<file path="src/rtl/ctrl_varredura_matriz.sv">
// ---------------------------------------------------------------------------
// ctrl_varredura_matriz
//
// Scan controller for a 5x7 LED dot matrix fed by a 3-bit symbol decoder.
// The controller chooses the symbol index shown to the decoder, captures the
// decoder bitmap once per frame and multiplexes it onto the matrix one row at
// a time. Symbols are either loaded manually or cycled automatically.
//
// Frame structure: one LATCH cycle followed by seven rows of DIV cycles each,
// i.e. 1 + 7*DIV cycles per frame.
//
// Parameters
//   DIV         clock cycles each row stays lit (>= 2)
//   FRAMES_SYM  frames each symbol stays on screen in auto mode (>= 1)
//
// Ports
//   clk         system clock
//   rst         asynchronous reset, active-high
//   en          1 = scanning active, 0 = display blanked
//   modo        0 = manual, 1 = auto-advance
//   load        one-cycle pulse: sel <- sel_in
//   sel_in[2:0] symbol index to load
//   mapa[34:0]  decoder bitmap, row r / column c at bit 5r+c, 1 = dot on
//   sel[2:0]    symbol index to the decoder (A,B,C = sel[2],sel[1],sel[0])
//   linha[6:0]  row drive, one-hot, active-high
//   coluna[4:0] column drive, active-low
//   frame_done  one-cycle pulse at the end of each frame
// ---------------------------------------------------------------------------
module ctrl_varredura_matriz #(
    parameter int DIV        = 50000,
    parameter int FRAMES_SYM = 60
) (
    input  logic        clk,
    input  logic        rst,
    input  logic        en,
    input  logic        modo,
    input  logic        load,
    input  logic [2:0]  sel_in,
    input  logic [34:0] mapa,
    output logic [2:0]  sel,
    output logic [6:0]  linha,
    output logic [4:0]  coluna,
    output logic        frame_done
);

    localparam int PW = (DIV > 1) ? $clog2(DIV) : 1;
    localparam int CW = (FRAMES_SYM > 1) ? $clog2(FRAMES_SYM) : 1;

    localparam logic [PW-1:0] PLAST = PW'(DIV - 1);
    localparam logic [CW-1:0] FLAST = CW'(FRAMES_SYM - 1);

    typedef enum logic [1:0] {
        IDLE  = 2'd0,
        LATCH = 2'd1,
        SCAN  = 2'd2
    } state_t;

    state_t        state, state_n;
    logic [2:0]    row, row_n;
    logic [PW-1:0] pcnt, pcnt_n;
    logic [CW-1:0] fcnt, fcnt_n;
    logic [34:0]   frame, frame_n;
    logic [2:0]    sel_n;
    logic [6:0]    linha_n;
    logic [4:0]    coluna_n;
    logic          done_n;
    logic          tick;

    // Five dots of row r from a captured bitmap.
    function automatic logic [4:0] dots(input logic [34:0] f, input logic [2:0] r);
        logic [4:0] d;
        case (r)
            3'd0:    d = f[4:0];
            3'd1:    d = f[9:5];
            3'd2:    d = f[14:10];
            3'd3:    d = f[19:15];
            3'd4:    d = f[24:20];
            3'd5:    d = f[29:25];
            3'd6:    d = f[34:30];
            default: d = 5'b00000;
        endcase
        return d;
    endfunction

    assign tick = (state == SCAN) && (pcnt == PLAST);

    // -----------------------------------------------------------------------
    // State register and all registered outputs
    // -----------------------------------------------------------------------
    always_ff @(posedge clk or posedge rst) begin
        if (rst) begin
            state      <= IDLE;
            row        <= 3'd0;
            pcnt       <= '0;
            fcnt       <= '0;
            frame      <= '0;
            sel        <= 3'd0;
            linha      <= 7'b0000000;
            coluna     <= 5'b11111;
            frame_done <= 1'b0;
        end else begin
            state      <= state_n;
            row        <= row_n;
            pcnt       <= pcnt_n;
            fcnt       <= fcnt_n;
            frame      <= frame_n;
            sel        <= sel_n;
            linha      <= linha_n;
            coluna     <= coluna_n;
            frame_done <= done_n;
        end
    end

    // -----------------------------------------------------------------------
    // Next-state, prescaler, row and frame capture
    // -----------------------------------------------------------------------
    always_comb begin
        state_n = state;
        row_n   = row;
        pcnt_n  = pcnt;
        frame_n = frame;
        done_n  = 1'b0;

        if (!en) begin
            // Blanking wins in every state; restart always goes via LATCH.
            state_n = IDLE;
            row_n   = 3'd0;
            pcnt_n  = '0;
        end else begin
            case (state)
                IDLE: begin
                    state_n = LATCH;
                    row_n   = 3'd0;
                    pcnt_n  = '0;
                end
                LATCH: begin
                    // sel has been stable for at least this cycle, so mapa
                    // already shows the symbol chosen at the previous edge.
                    frame_n = mapa;
                    row_n   = 3'd0;
                    pcnt_n  = '0;
                    state_n = SCAN;
                end
                SCAN: begin
                    if (tick) begin
                        pcnt_n = '0;
                        if (row == 3'd6) begin
                            state_n = LATCH;
                            row_n   = 3'd0;
                            done_n  = 1'b1;
                        end else begin
                            row_n = row + 3'd1;
                        end
                    end else begin
                        pcnt_n = pcnt + 1'b1;
                    end
                end
                default: begin
                    state_n = IDLE;
                    row_n   = 3'd0;
                    pcnt_n  = '0;
                end
            endcase
        end
    end

    // -----------------------------------------------------------------------
    // Output drive, computed from next-state values so that the matrix
    // changes on the same edge as the state/row. Only SCAN lights a row,
    // and linha_n is a single shifted bit, so two rows never overlap.
    // -----------------------------------------------------------------------
    always_comb begin
        linha_n  = 7'b0000000;
        coluna_n = 5'b11111;
        if (state_n == SCAN) begin
            linha_n  = 7'b0000001 << row_n;
            coluna_n = ~dots(frame_n, row_n);
        end
    end

    // -----------------------------------------------------------------------
    // Symbol selection. Counter only moves at frame ends or on load, so a
    // mid-frame modo change is seen at the next frame end without disturbing
    // the count. A load on the advance edge takes priority.
    // -----------------------------------------------------------------------
    always_comb begin
        sel_n  = sel;
        fcnt_n = fcnt;
        if (load) begin
            sel_n  = sel_in;
            fcnt_n = '0;
        end else if (done_n) begin
            if (modo) begin
                if (fcnt == FLAST) begin
                    sel_n  = sel + 3'd1;
                    fcnt_n = '0;
                end else begin
                    fcnt_n = fcnt + 1'b1;
                end
            end else begin
                fcnt_n = '0;
            end
        end
    end

endmodule

</file>
<file path="config.mk">
export PLATFORM = sky130hd
export DESIGN_NAME = ctrl_varredura_matriz
export DESIGN_NICKNAME = d
export VERILOG_FILES = /design/src/rtl/ctrl_varredura_matriz.sv
export SDC_FILE = /design/constraint.sdc
export NUM_CORES = 1
export LEC_CHECK = 0
export CORE_UTILIZATION = 25
export CTS_CLUSTER_SIZE = 28
export DETAILED_ROUTE_END_ITERATION = 10
export GPL_TIMING_DRIVEN = 1
export HOLD_SLACK_MARGIN = 0.08
export PLACE_DENSITY_LB_ADDON = 0.05
export RECOVER_POWER = 25
export SLEW_MARGIN = 40
export SYNTH_ARGS = -nofsm -noshare
export SYNTH_HDL_FRONTEND = slang
export SYNTH_SLANG_ARGS = --single-unit
</file>
<file path="constraint.sdc">
create_clock -name clk -period 2.5 [get_ports clk]
set_input_delay 0.5 -clock clk [delete_from_list [all_inputs] [get_ports clk]]
set_output_delay 0.5 -clock clk [all_outputs]
set_load 0.01 [all_outputs]
</file>
# After elaboration in Yosys (flattened, before gate mapping)
# Cells that the tools add are included.
word_totals:
  register_bits: 78
  input_bits: 43
  output_inout_bits: 16
classes:
  n_shift: 1
  muxes: 29
  addsub: 4
  n_reduce_logical: 7
  n_bitwise: 1
  n_eq_ne: 12
ops:
  columns: ["op", "count"]
  rows:
  - ["two-way mux 35 bit", 2]
  - ["two-way mux 16 bit", 3]
  - ["one-hot mux 5 bit (7 select lines)", 1]
  - ["two-way mux 3 bit", 8]
  - ["two-way mux 6 bit", 4]
  - ["adder 16 x 1 -> 16 bit, second input constant", 1]
  - ["== test 16 bit, second input constant", 1]
  - ["== test 3 bit, second input constant", 4]
  - ["two-way mux 5 bit", 2]
  - ["two-way mux 7 bit", 1]
  - ["<< shifter 1 x 3 -> 7 bit, first input constant", 1]
  - ["adder 3 x 1 -> 3 bit, second input constant", 2]
  - ["adder 6 x 1 -> 6 bit, second input constant", 1]
  - ["== test 3 x 2 -> 1 bit, second input constant", 2]
  - ["== test 6 bit, second input constant", 1]
  - ["two-way mux 2 bit", 3]
  - ["one-hot mux 2 bit (3 select lines)", 1]
  - ["nonzero test 2 bit", 3]
  - ["NOT 5 bit", 1]
  - ["== test 2 bit, second input constant", 2]
  - ["two-way mux 1 bit", 4]
  - ["== test 3 x 1 -> 1 bit, second input constant", 1]
  - ["logical NOT 3 bit", 1]
  - ["AND reduction 3 bit", 1]
  - ["3 further kinds", 3]

# Longest topological paths before layout
logic_depth:
  word_depth: 10
  depth_mapped: 10

# Least setup slack after synthesis
# No wires, ideal clock.
synth_path:
  path_kind: "register to register"
  start: "register pcnt[0]"
  end: "register coluna[4]"
  path_slack_ns: 0.099
  synth_period_minus_slack_ns: 2.401
  t_required_ns: 2.395
  stages_incl_launch_ff: 11
  path_buffers: 2
  arrival_time_ns: 2.295
  path_cell_list: "dfrtp_1 -> ha_1 -> and3_1 -> buf_2 -> and3_1 -> nand3_1 -> mux2_2 -> buf_6 -> o21a_1 -> a22o_1 -> a222oi_1"
synth_between:
  elab_chain_cells: 10
  word_cells_on_any_way: 20
synth_rtl:
  columns: ["element", "line_no", "text"]
  rows:
  - ["start: declaration", "60", "logic [PW-1:0] pcnt, pcnt_n;"]
  - ["start signal: assignment", "104", "pcnt <= pcnt_n;"]
  - ["== test 16 bit *", "85", "assign tick = (state == SCAN) && (pcnt == PLAST);"]
  - ["logical AND 1 bit *", "85", null]
  - ["two-way mux 3 bit", "145", "if (tick) begin"]
  - ["two-way mux 3 bit", "130", "case (state)"]
  - ["two-way mux 3 bit", "124", "if (!en) begin"]
  - ["== test 3 bit (tied with other cells)", "72", "case (r)"]
  - ["one-hot mux 5 bit (7 select lines)", "72", null]
  - ["two-way mux 5 bit", "175", "if (state_n == SCAN) begin"]
  - ["NOT 5 bit", "177", "coluna_n = ~dots(frame_n, row_n);"]
  - ["two-way mux 5 bit *", "175", null]
  - ["via coluna_n[4]", "65", "logic [4:0] coluna_n;"]
  - ["end signal: assignment", "109", "coluna <= coluna_n;"]
  - ["end: declaration", "42", "output logic [4:0] coluna,"]
# The timed path passes the listed nets; every way through them passes the cells marked *. The select of a mux whose other input is x is not followed.
# A chain may end at the register's enable or synchronous reset.

# Worst setup path after layout
layout_path:
  start: "register pcnt[12]"
  end: "register coluna[3]"
layout_between:
  elab_chain_cells: 10
  word_cells_on_any_way: 20
layout_rtl:
  columns: ["element", "line_no", "text"]
  rows:
  - ["== test 16 bit *", "85", null]
  - ["logical AND 1 bit *", "85", null]
  - ["two-way mux 3 bit *", "145", null]
  - ["two-way mux 3 bit *", "130", null]
  - ["two-way mux 3 bit *", "124", null]
  - ["via row_n[1]", "59", "logic [2:0] row, row_n;"]
  - ["== test 3 bit (tied with other cells)", "72", null]
  - ["one-hot mux 5 bit (7 select lines) *", "72", null]
  - ["two-way mux 5 bit *", "175", null]
  - ["NOT 5 bit *", "177", null]
  - ["two-way mux 5 bit *", "175", null]
  - ["via coluna_n[3]", "65", null]
# Marked as above.

==> results.json <==
{
  "htree_levels": 3,
  "synth_cell_types": 48,
  "synth_top_area_share_pct": 50.9,
  "crit_family": "simple AND/OR/NAND/NOR gates",
  "ys_seq_area_share_pct": 54.6,
  "mostFrequentLayoutCells": "dfrtp_1 (71), clkdlybuf4s50_1 (57), mux2_2 (36), nor2_1 (31), buf_4 (23)",
  "stdcell_area_um2": 4870,
  "yosys_warnings": 0,
  "cts_tree": "done",
  "rsz0062_at_grt": "yes",
  "clk_latency_ns": 0.34,
  "groute.layer.met1.usage_pct": 18.2,
  "die_y_um": 122,
  "n_antenna_cell": 0,
  "cts_setup_buffers": 0,
  "path_cells": "nor4b_4 -> nand3_2 -> or4_4 -> a21oi_4 -> nor2b_2 -> a22o_1 -> a222oi_1",
  "syn_inst": 310,
  "busiest_layer": "met2",
  "fin_crit_sh_pct": 94.8,
  "rows": 43,
  "cp_num_cells": 7,
  "final_common_cell": "dfrtp_1",
  "area_growth_pct": 35.8,
  "synth_area_per_cell_um2": 11.6,
  "p_clk_share_pct": 36.5,
  "cp_num_buf_inv": 0,
  "hold_path_end": "pcnt[0]",
  "cts.reportedPaths.clkPinSlew_ns": 0.06,
  "syn_nets": 356,
  "drive_gt1_share_pct": 23.4,
  "synth_adder_area_share_pct": 1.05,
  "synth.area.top_cells": "dfrtp_1 (51%), mux2_2 (11%), dfstp_2 (3.7%), nor2_1 (3.2%), nand2_1 (2.3%)",
  "dpl.hpwl_um": 6290,
  "p_sw_share_pct": 24.1,
  "synth_top_family_by_area": "simple AND/OR/NAND/NOR gates",
  "antenna_found_initial": 0,
  "synth-xor-area-share_pct": 3.66,
  "slew-limit-headroom_pct": 12.0,
  "crit_type": "flop to flop",
  "grt_max_degree": 29,
  "r2r_start": "pcnt[12]",
  "power_frac_comb_pct": 18.7,
  "whs_path_depth": 1,
  "die_x_um": 122,
  "clockBufferDepth": 2,
  "muxShareOfSynthArea_pct": 13.5,
  "port_buffers": 58,
  "layoutNonFillerInstCount": 582,
  "vias": 2619,
  "hold_ws_ns": 0.463,
  "min_period_ns": 2.37,
  "async_flop_share_pct": 100,
  "worstPathRequired_ns": 2.73,
  "drc": 0,
  "peakVddDrop_mv": 0.377,
  "nets": 443,
  "clock_skew_ns": 0.00390,
  "run_status": "completed",
  "dpl_cell_area_um2": 4570,
  "grtUsageMet2_pct": 18.5,
  "synth_ff_type": "dfrtp_1",
  "track_usage_pct": 13.0,
  "switchingPower_w": 0.000844,
  "synth_compound_area_share_pct": 9.14,
  "drv_cap": 0,
  "crit_path_max_fanout": 5,
  "hold_viol_final": 0,
  "rr_worst_depth": 7,
  "hold_start": "pcnt[0]",
  "finalSetupTns_ns": 0,
  "wl_per_cell_um": 15.2,
  "io-pin-count": 59,
  "cts_hold_buffers": 0,
  "fillerInstances": 1402,
  "synth-simple-area-share_pct": 16.4,
  "drt-initial-drc-count": 135,
  "wirelength_um": 8870,
  "worstMarginPinSlew_ns": 1.31,
  "grt_use_met3_pct": 4.54,
  "fmax_mhz": 422,
  "initial_core_util_pct": 25.8,
  "synth-edff-count": 0,
  "max_stage_delay_ns": 0.47,
  "p_int_w": 0.00265,
  "seq_power_share_pct": 44.9,
  "via_per_inst": 4.50,
  "power.leakage_nw": 2.01,
  "root_buffer": "clkbuf_16",
  "critPathLaunchType": "flop",
  "r2r_slack_ns": 0.13,
  "finalMaxSlewViolations": 0,
  "core_um2": 13900,
  "ant_nets": 0,
  "grt_overflow": 0,
  "synth-seq-cells": 78,
  "place.gp.congestion": 0.717,
  "grt_pass1_wl_um": 14400,
  "first_global_vias": 2656,
  "dieArea_um2": 14800,
  "end_kind": "flop",
  "p_per_area_nw_per_um2": 718,
  "syn_area_um2": 3590,
  "drt_pass1_iterations": 4,
  "hp-class": "flop to flop",
  "cts_buffers": 9,
  "synth_top_cell_by_area": "dfrtp_1",
  "cp_slowest_cell": "or4_4",
  "reg2reg_to": "coluna[3]",
  "cts_sinks": 78,
  "setup_viol": 0,
  "dpl.cell_count": 565,
  "crit_arrival_ns": 2.60
}
per-stage QoR:
step / setup slack (ns) / utilization [%] / power [W]
2_1_floorplan: 0.0132 / - / 0.00199
3_3_place_gp: -0.124 / 32.8 / 0.00226
3_5_place_dp: -0.207 / 32.8 / 0.00226
4_1_cts: 0.0497 / 34.9 / 0.00359
5_1_grt: 0.000305 / 35.0 / 0.00372
6_report: 0.131 / 35.0 / 0.00350
Yosys cell counts, types with 3 or more instances:
cell type and number:
mux2i_1 8, ha_1 3, dfrtp_1 73, a222oi_1 5
clkbuf_1 3, nand2_1 22, xnor2_1 7, a21oi_1 5
dfstp_2 5, inv_1 5, a22o_1 5, nor2_1 31
o31ai_1 3, o21ai_0 13, nor3_1 3, nand2b_1 13
o21a_1 5, xor2_1 8, nand3_1 14, mux2_2 36
and3_1 10
logic make-up (layout without fill, tap and decap cells):
| logic type | after synthesis | in the layout |
|---|---|---|
| muxes | 44 | 45 |
| DFF | 78 | 78 |
| and+or+nand+nor | 111 | 111 |
| AOI/OAI and AO/OA | 46 | 46 |
| buffers and inverters | 13 | 104 |
| xor gates and xnor gates | 15 | 15 |
| adders and majority gates | 3 | 3 |
power groups by stage:
stage	sequential [W]	clock [W]	combinational (W)
2_1_floorplan	0.00158	0	0.000407
4_1_cts	0.00157	0.00135	0.000670
3_3_place_gp	0.00159	0	0.000669
3_5_place_dp	0.00159	0	0.000665
5_1_grt	0.00160	0.00139	0.000726
6_report	0.00157	0.00128	0.000653
worst max-delay path by stage:
stage              from        end  slack, ns
2_1_floorplan       rst    fcnt[0]       0.01
3_5_place_dp         en  coluna[4]      -0.21
3_3_place_gp         en  coluna[1]      -0.12
4_1_cts         pcnt[0]  coluna[4]       0.05
5_1_grt        pcnt[12]  coluna[3]     0.0003
6_report       pcnt[12]  coluna[3]       0.13
registers in the layout (all words and copies together), names as in the netlist:
| signal | cells |
|---|---|
| linha | 7 |
| coluna | 5 |
| frame | 35 |
| fcnt | 6 |
| sel | 3 |
| row | 3 |
| state | 2 |
| pcnt | 16 |
| frame_done | 1 |
worst reg2reg max path, stage by stage (launching register included):
cell,delay [ns]
dfrtp_2,0.44
nor4b_4,0.34
nand3_2,0.15
or4_4,0.48
a21oi_4,0.21
nor2b_2,0.10
a22o_1,0.25
a222oi_1,0.30
per-layer routing:
| layer | part of all wire (%) | wire length, µm |
|---|---|---|
| met1 | 50 | 4400 |
| met5 | 0 | 0 |
| met3 | 5.0 | 443 |
| met2 | 44 | 3920 |
| met4 | 1.2 | 104 |
cell type report:
| cell class | count | area (µm²) | share of cell area [%] |
|---|---|---|---|
| sequential | 78 | 1960 | 40.2 |
| multi-input combinational | 220 | 1600 | 32.8 |
| timing repair buffer | 83 | 778 | 16.0 |
| clock buffer | 16 | 292 | 5.98 |
| tap | 180 | 225 | 4.62 |
| inverter | 5 | 20.0 | 0.411 |
what timing repair did:
item	CTS	global route
gates cloned	0	1
gates resized for setup	1	4
endpoints found under the setup margin	2	3
pin swaps	0	6
Note: power is estimated with default switching activity, not from simulation.
